File: config.mk
export PLATFORM = sky130hd
export DESIGN_NAME = seqdet_prog
export DESIGN_NICKNAME = d
export VERILOG_FILES = /design/src/rtl/seqdet_pkg.sv /design/src/rtl/seqdet_shreg.sv /design/src/rtl/seqdet_prog.sv
export SDC_FILE = /design/constraint.sdc
export NUM_CORES = 1
export LEC_CHECK = 0
export BUFFER_PORTS_ARGS = -buffer_cell sky130_fd_sc_hd__buf_2
export CAP_MARGIN = 25
export CORE_MARGIN = 2
export CORE_UTILIZATION = 45
export DETAILED_ROUTE_END_ITERATION = 16
export GPL_TIMING_DRIVEN = 0
export PLACE_DENSITY = 0.7
export SKIP_LAST_GASP = 1
export SLEW_MARGIN = 30
export SYNTH_ARGS = -nofsm -noshare
export SYNTH_HDL_FRONTEND = slang
export SYNTH_SLANG_ARGS = --single-unit
File: constraint.sdc
create_clock -name Clk -period 3.03 [get_ports Clk]
set_clock_uncertainty 0.15 [all_clocks]
set_input_delay 0.1515 -clock Clk [delete_from_list [all_inputs] [get_ports Clk]]
set_output_delay 0.1515 -clock Clk [all_outputs]
set_load 0.02 [all_outputs]
File: src/rtl/seqdet_pkg.sv
// Shared types and sizing helpers for the programmable sequence detector.
package seqdet_pkg;

    typedef enum logic {
        ST_FILL  = 1'b0,
        ST_ARMED = 1'b1
    } seqdet_state_e;

    // Fill counter must be able to hold the value PAT_W.
    function automatic int fill_cnt_w(input int pat_w);
        return $clog2(pat_w + 1);
    endfunction

endpackage

File: src/rtl/seqdet_shreg.sv
// Valid-qualified serial-in shift register with synchronous clear.
// window_next_o is the window as it will look once the current bit is shifted in.
module seqdet_shreg #(
    parameter int PAT_W = 8
) (
    input  logic             Clk,
    input  logic             clr_i,
    input  logic             shift_i,
    input  logic             x_i,
    output logic [PAT_W-1:0] window_next_o
);

    logic [PAT_W-1:0] shreg_q;
    logic [PAT_W-1:0] shreg_d;

    assign window_next_o = {shreg_q[PAT_W-2:0], x_i};

    // Next shift register contents: clear wins over shift.
    always_comb begin
        shreg_d = shreg_q;
        if (clr_i) begin
            shreg_d = '0;
        end else if (shift_i) begin
            shreg_d = window_next_o;
        end
    end

    // Shift register state.
    always_ff @(posedge Clk) begin
        shreg_q <= shreg_d;
    end

endmodule

File: src/rtl/seqdet_prog.sv
// Programmable serial pattern detector: loadable pattern/mask, optional
// overlapping detection, input-valid qualifier and saturating match counter.
//
//   state    | meaning
//   ST_FILL  | collecting PAT_W fresh valid bits since reset, re-arm or (non-overlap) match
//   ST_ARMED | window holds PAT_W valid bits; every valid bit is compared
module seqdet_prog
    import seqdet_pkg::*;
#(
    parameter int               PAT_W       = 8,
    parameter logic [PAT_W-1:0] PAT_DEFAULT = PAT_W'(8'hCD),
    parameter int               CNT_W       = 16
) (
    input  logic             Clk,
    input  logic             rst_n,
    input  logic             x_valid,
    input  logic             x,
    input  logic             cfg_we,
    input  logic [PAT_W-1:0] cfg_pattern,
    input  logic [PAT_W-1:0] cfg_mask,
    input  logic             cfg_overlap,
    input  logic             cnt_clr,
    output logic             y,
    output logic [CNT_W-1:0] match_cnt,
    output logic             armed
);

    localparam int FCW = fill_cnt_w(PAT_W);
    localparam logic [FCW-1:0] FILL_LAST = FCW'(PAT_W - 1);

    seqdet_state_e    state_q, state_d;
    logic [FCW-1:0]   fill_q, fill_d;
    logic             y_q, y_d;
    logic [CNT_W-1:0] cnt_q, cnt_d;
    logic [PAT_W-1:0] pattern_q, mask_q;
    logic             overlap_q;
    logic [PAT_W-1:0] window_next;
    logic             match;

    seqdet_shreg #(
        .PAT_W (PAT_W)
    ) u_shreg (
        .Clk           (Clk),
        .clr_i         (!rst_n || cfg_we),
        .shift_i       (x_valid),
        .x_i           (x),
        .window_next_o (window_next)
    );

    assign match = ((window_next ^ pattern_q) & mask_q) == '0;

    // Next-state, match pulse and counter update; re-arm beats an incoming bit.
    always_comb begin
        state_d = state_q;
        fill_d  = fill_q;
        y_d     = 1'b0;
        cnt_d   = cnt_q;
        if (cfg_we) begin
            state_d = ST_FILL;
            fill_d  = '0;
        end else if (x_valid) begin
            if (state_q == ST_FILL) begin
                fill_d = fill_q + FCW'(1);
                if (fill_q == FILL_LAST) begin
                    state_d = ST_ARMED;
                    y_d     = match;
                end
            end else begin
                y_d = match;
            end
            // Non-overlapping: the shift register is kept, the window restarts via the fill count.
            if (y_d && !overlap_q) begin
                state_d = ST_FILL;
                fill_d  = '0;
            end
        end
        if (cnt_clr) begin
            cnt_d = '0;
        end else if (y_d && (cnt_q != '1)) begin
            cnt_d = cnt_q + CNT_W'(1);
        end
    end

    // FSM, pulse and counter registers.
    always_ff @(posedge Clk) begin
        if (!rst_n) begin
            state_q <= ST_FILL;
            fill_q  <= '0;
            y_q     <= 1'b0;
            cnt_q   <= '0;
        end else begin
            state_q <= state_d;
            fill_q  <= fill_d;
            y_q     <= y_d;
            cnt_q   <= cnt_d;
        end
    end

    // Runtime configuration registers.
    always_ff @(posedge Clk) begin
        if (!rst_n) begin
            pattern_q <= PAT_DEFAULT;
            mask_q    <= '1;
            overlap_q <= 1'b1;
        end else if (cfg_we) begin
            pattern_q <= cfg_pattern;
            mask_q    <= cfg_mask;
            overlap_q <= cfg_overlap;
        end
    end

    assign y         = y_q;
    assign match_cnt = cnt_q;
    assign armed     = (state_q == ST_ARMED);

endmodule

==> metrics.yaml <==
outcome:
  status: "finished, final reports clean"
power_and_ir_drop:
  pwr-share-seq_pct: 53.1
  max-vdd-ir-drop_mv: 0.369
  p_leak_nw: 1.07
  p_sw_uw: 267
  power_frac_comb_pct: 8.9
  p_total_mw: 1.18
  p_int_uw: 916
  clkPwrFrac_pct: 38.0
  switching_share_pct: 22.6
  power_density_nw_per_um2: 445
die:
  dieArea_um2: 5250
  die_w_um: 72.5
  core_um2: 4440
  die_y_um: 72.5
  num_rows: 24
  io_pins: 41
  start_util_pct: 47.5
drt:
  drt_iter0_drc: 153
  wl_um: 4700
  viasPerCell: 5.44
  ant_nets: 0
  vias: 1871
  first_pass_iters: 4
  drt-wirelength-per-cell_um: 13.7
  drc_errors: 0
sta:
  max_freq_mhz: 382
  setup_viol: 0
  holdWs_ns: 0.103
  worst_pin_slew_ns: 0.695
  period_minus_slack_ns: 2.62
  slew_headroom_pct: 53.7
  grt_setup_unrepaired: "false"
  hold_viol: 0
  fin_crit_sh_pct: 86.5
  finalMaxSlewViolations: 0
  setup_tns_ns: 0
critical_path:
  start_kind: "flop"
  crit_path_end_kind: "flop"
  crit_type: "flop to flop"
  cp.arrival_ns: 2.64
  cp_max_fo: 8
  crit_required_ns: 3.05
yosys:
  ys_async_sr_fraction_pct: 0
  yosys-top-cells-area: "dfxtp_1 44%, mux2i_1 14%, nand2_1 5.0%, xor2_1 4.2%, nand2b_1 2.7%"
  syn-num-nets: 252
  synth_cell_types: 37
  ys_warn_count: 0
  yosysTopAreaCellShare_pct: 43.7
  synth-seq-cells: 46
  netlist_area_um2: 2110
  ys_seq_area_share_pct: 43.7
  yosysTopAreaCell: "dfxtp_1"
  synthFlopType: "dfxtp_1"
  avgSynthCellArea_um2: 9.29
  synth_edf_count: 0
  synth_cells: 227
final_layout:
  insertedDiodeCount: 0
  layout.nets: 316
  nFillCells: 404
  seq_area_um2: 921
  fin_area_um2: 2660
  syn_to_final_growth_pct: 26.0
  finalNonFillerCells: 344
  multi_input_area_um2: 1120
  layout-drive-gt1-share_pct: 18.8
clock_network:
  worstSkewPairLatency_ns: 0.30
  cts_tree: "built"
  numCtsBuffers: 5
  cts.sinks: 46
  clk_path_buf_depth: 2
  cts_setup_buffers: 0
  cts_root_buffer: "clkbuf_8"
  htreeDepth: 2
  clk_pin_slew_worst_paths_ns: 0.08
placement:
  port-buffer-count: 39
  place_area_um2: 2370
  placed_cells: 318
  dp_hpwl_um: 3250
  gp_congestion: 0.855
min_path:
  hold_class: "input pin to flop"
global_route:
  gr-usage-all-layers_pct: 18.7
  grt_max_degree: 15
  antenna_found_initial: 0
  grt_pass1_vias: 1681
  grt_pass1_wl_um: 7790
  grt-ovfl-total: 0
flow_run:
  maxCapViolations: 0
[synth_stat cells (5+ instances only)]
library cell / instances
xor2_1: 10
a21oi_1: 8
mux2i_1: 30
nor4_1: 6
dfxtp_1: 46
clkbuf_1: 5
nand4_1: 5
nand2_1: 28
inv_1: 8
or4_1: 7
nand2b_1: 9
o31ai_1: 6
nand3_1: 6
nor2b_1: 5
nor2_1: 12
[state kept, by name, indices dropped and copies added (netlist names)]
name and cells:
fill_q 4, match_cnt 16, overlap_q 1, armed 1, mask_q 8, y 1, u_shreg.shreg_q 7, pattern_q 8
[power groups by stage]
stage | registers (mW) | clock network [mW] | logic (mW)
detailed placement | 0.643 | 0 | 0.0867
floorplan | 0.640 | 0 | 0.0582
global route | 0.630 | 0.482 | 0.116
global placement | 0.642 | 0 | 0.0850
finish | 0.629 | 0.450 | 0.105
CTS | 0.628 | 0.455 | 0.104
[routing by layer]
metal	GRT usage, %	wire length [um]	share of wire, %
met1	24.8	2260	48
met2	31.0	2230	47
met3	3.61	162	3.4
met4	5.35	51	1.1
met5	0	0	0
[final timing paths]
path | startpoint | to | slack [ns] | depth (start not counted)
max reg2reg | fill_q[0] | fill_q[3] | 0.41 | 6
min reg2reg | mask_q[5] | mask_q[5] | 0.33 | 2
min | x_valid | armed | 0.10 | 3
max | fill_q[0] | fill_q[3] | 0.41 | 6
[critical path, cell delays in order, from the launching register on]
cell      delay [ns]
dfxtp_1         0.38
ha_1            0.20
nand3b_1        0.09
a222oi_1        0.56
nand2_1         0.35
o31ai_1         0.65
nor2_1          0.11
[metrics by stage]
stage | worst slack [ns] | util [%]
finish | 0.410 | 59.8
global route | 0.232 | 59.8
CTS | 0.412 | 59.8
detailed placement | 0.451 | 53.3
global placement | 0.483 | 53.3
floorplan | 0.671 | -
[cell type report]
cell class	instances	area share [%]
multi-input cells	163	42.1
clock inverters	3	1.51
flip-flops and latches	46	34.6
plain buffers	10	1.51
repair buffers	57	14.1
clock buffers	5	2.59
well taps	52	2.45
inverters	8	1.13
[cells by family after synthesis]
kind of cell / synth area share (%)
buffers and inverters: 3.32
flip-flops: 43.7
XOR/XNOR: 4.57
AND/OR/NAND/NOR: 23.7
AO/OA/AOI/OAI: 9.37
adder cells (fa/ha/maj): 1.19
multiplexers: 14.2
[cells in the final DEF (no fill, tap or decap), types with 2 or more instances in the layout]
cell type and n:
mux2i_1 30, dlygate4sd3_1 18, clkbuf_1 5, a22oi_1 2, clkbuf_8 5, or4_1 7, nor2b_1 5, inv_1 8
nand3_1 6, xor2_1 10, o21ai_0 2, buf_1 3, nand4_1 5, buf_2 41, o311ai_0 4, nor2_1 12
nand2b_1 9, clkinv_2 2, nor4_1 6, o41ai_1 4, a21oi_1 8, nor3_1 2, nand2_1 28, ha_1 2
dfxtp_1 46, nand4b_1 2, o31ai_1 6
[repair_timing]
| item | CTS | global route |
|---|---|---|
| endpoints found under the setup margin | 0 | 0 |
| resized for setup | 0 | 0 |
| endpoints found under the hold margin | 18 | 0 |
| hold buffers | 18 | 0 |
Power figures use the tool's default switching activity.
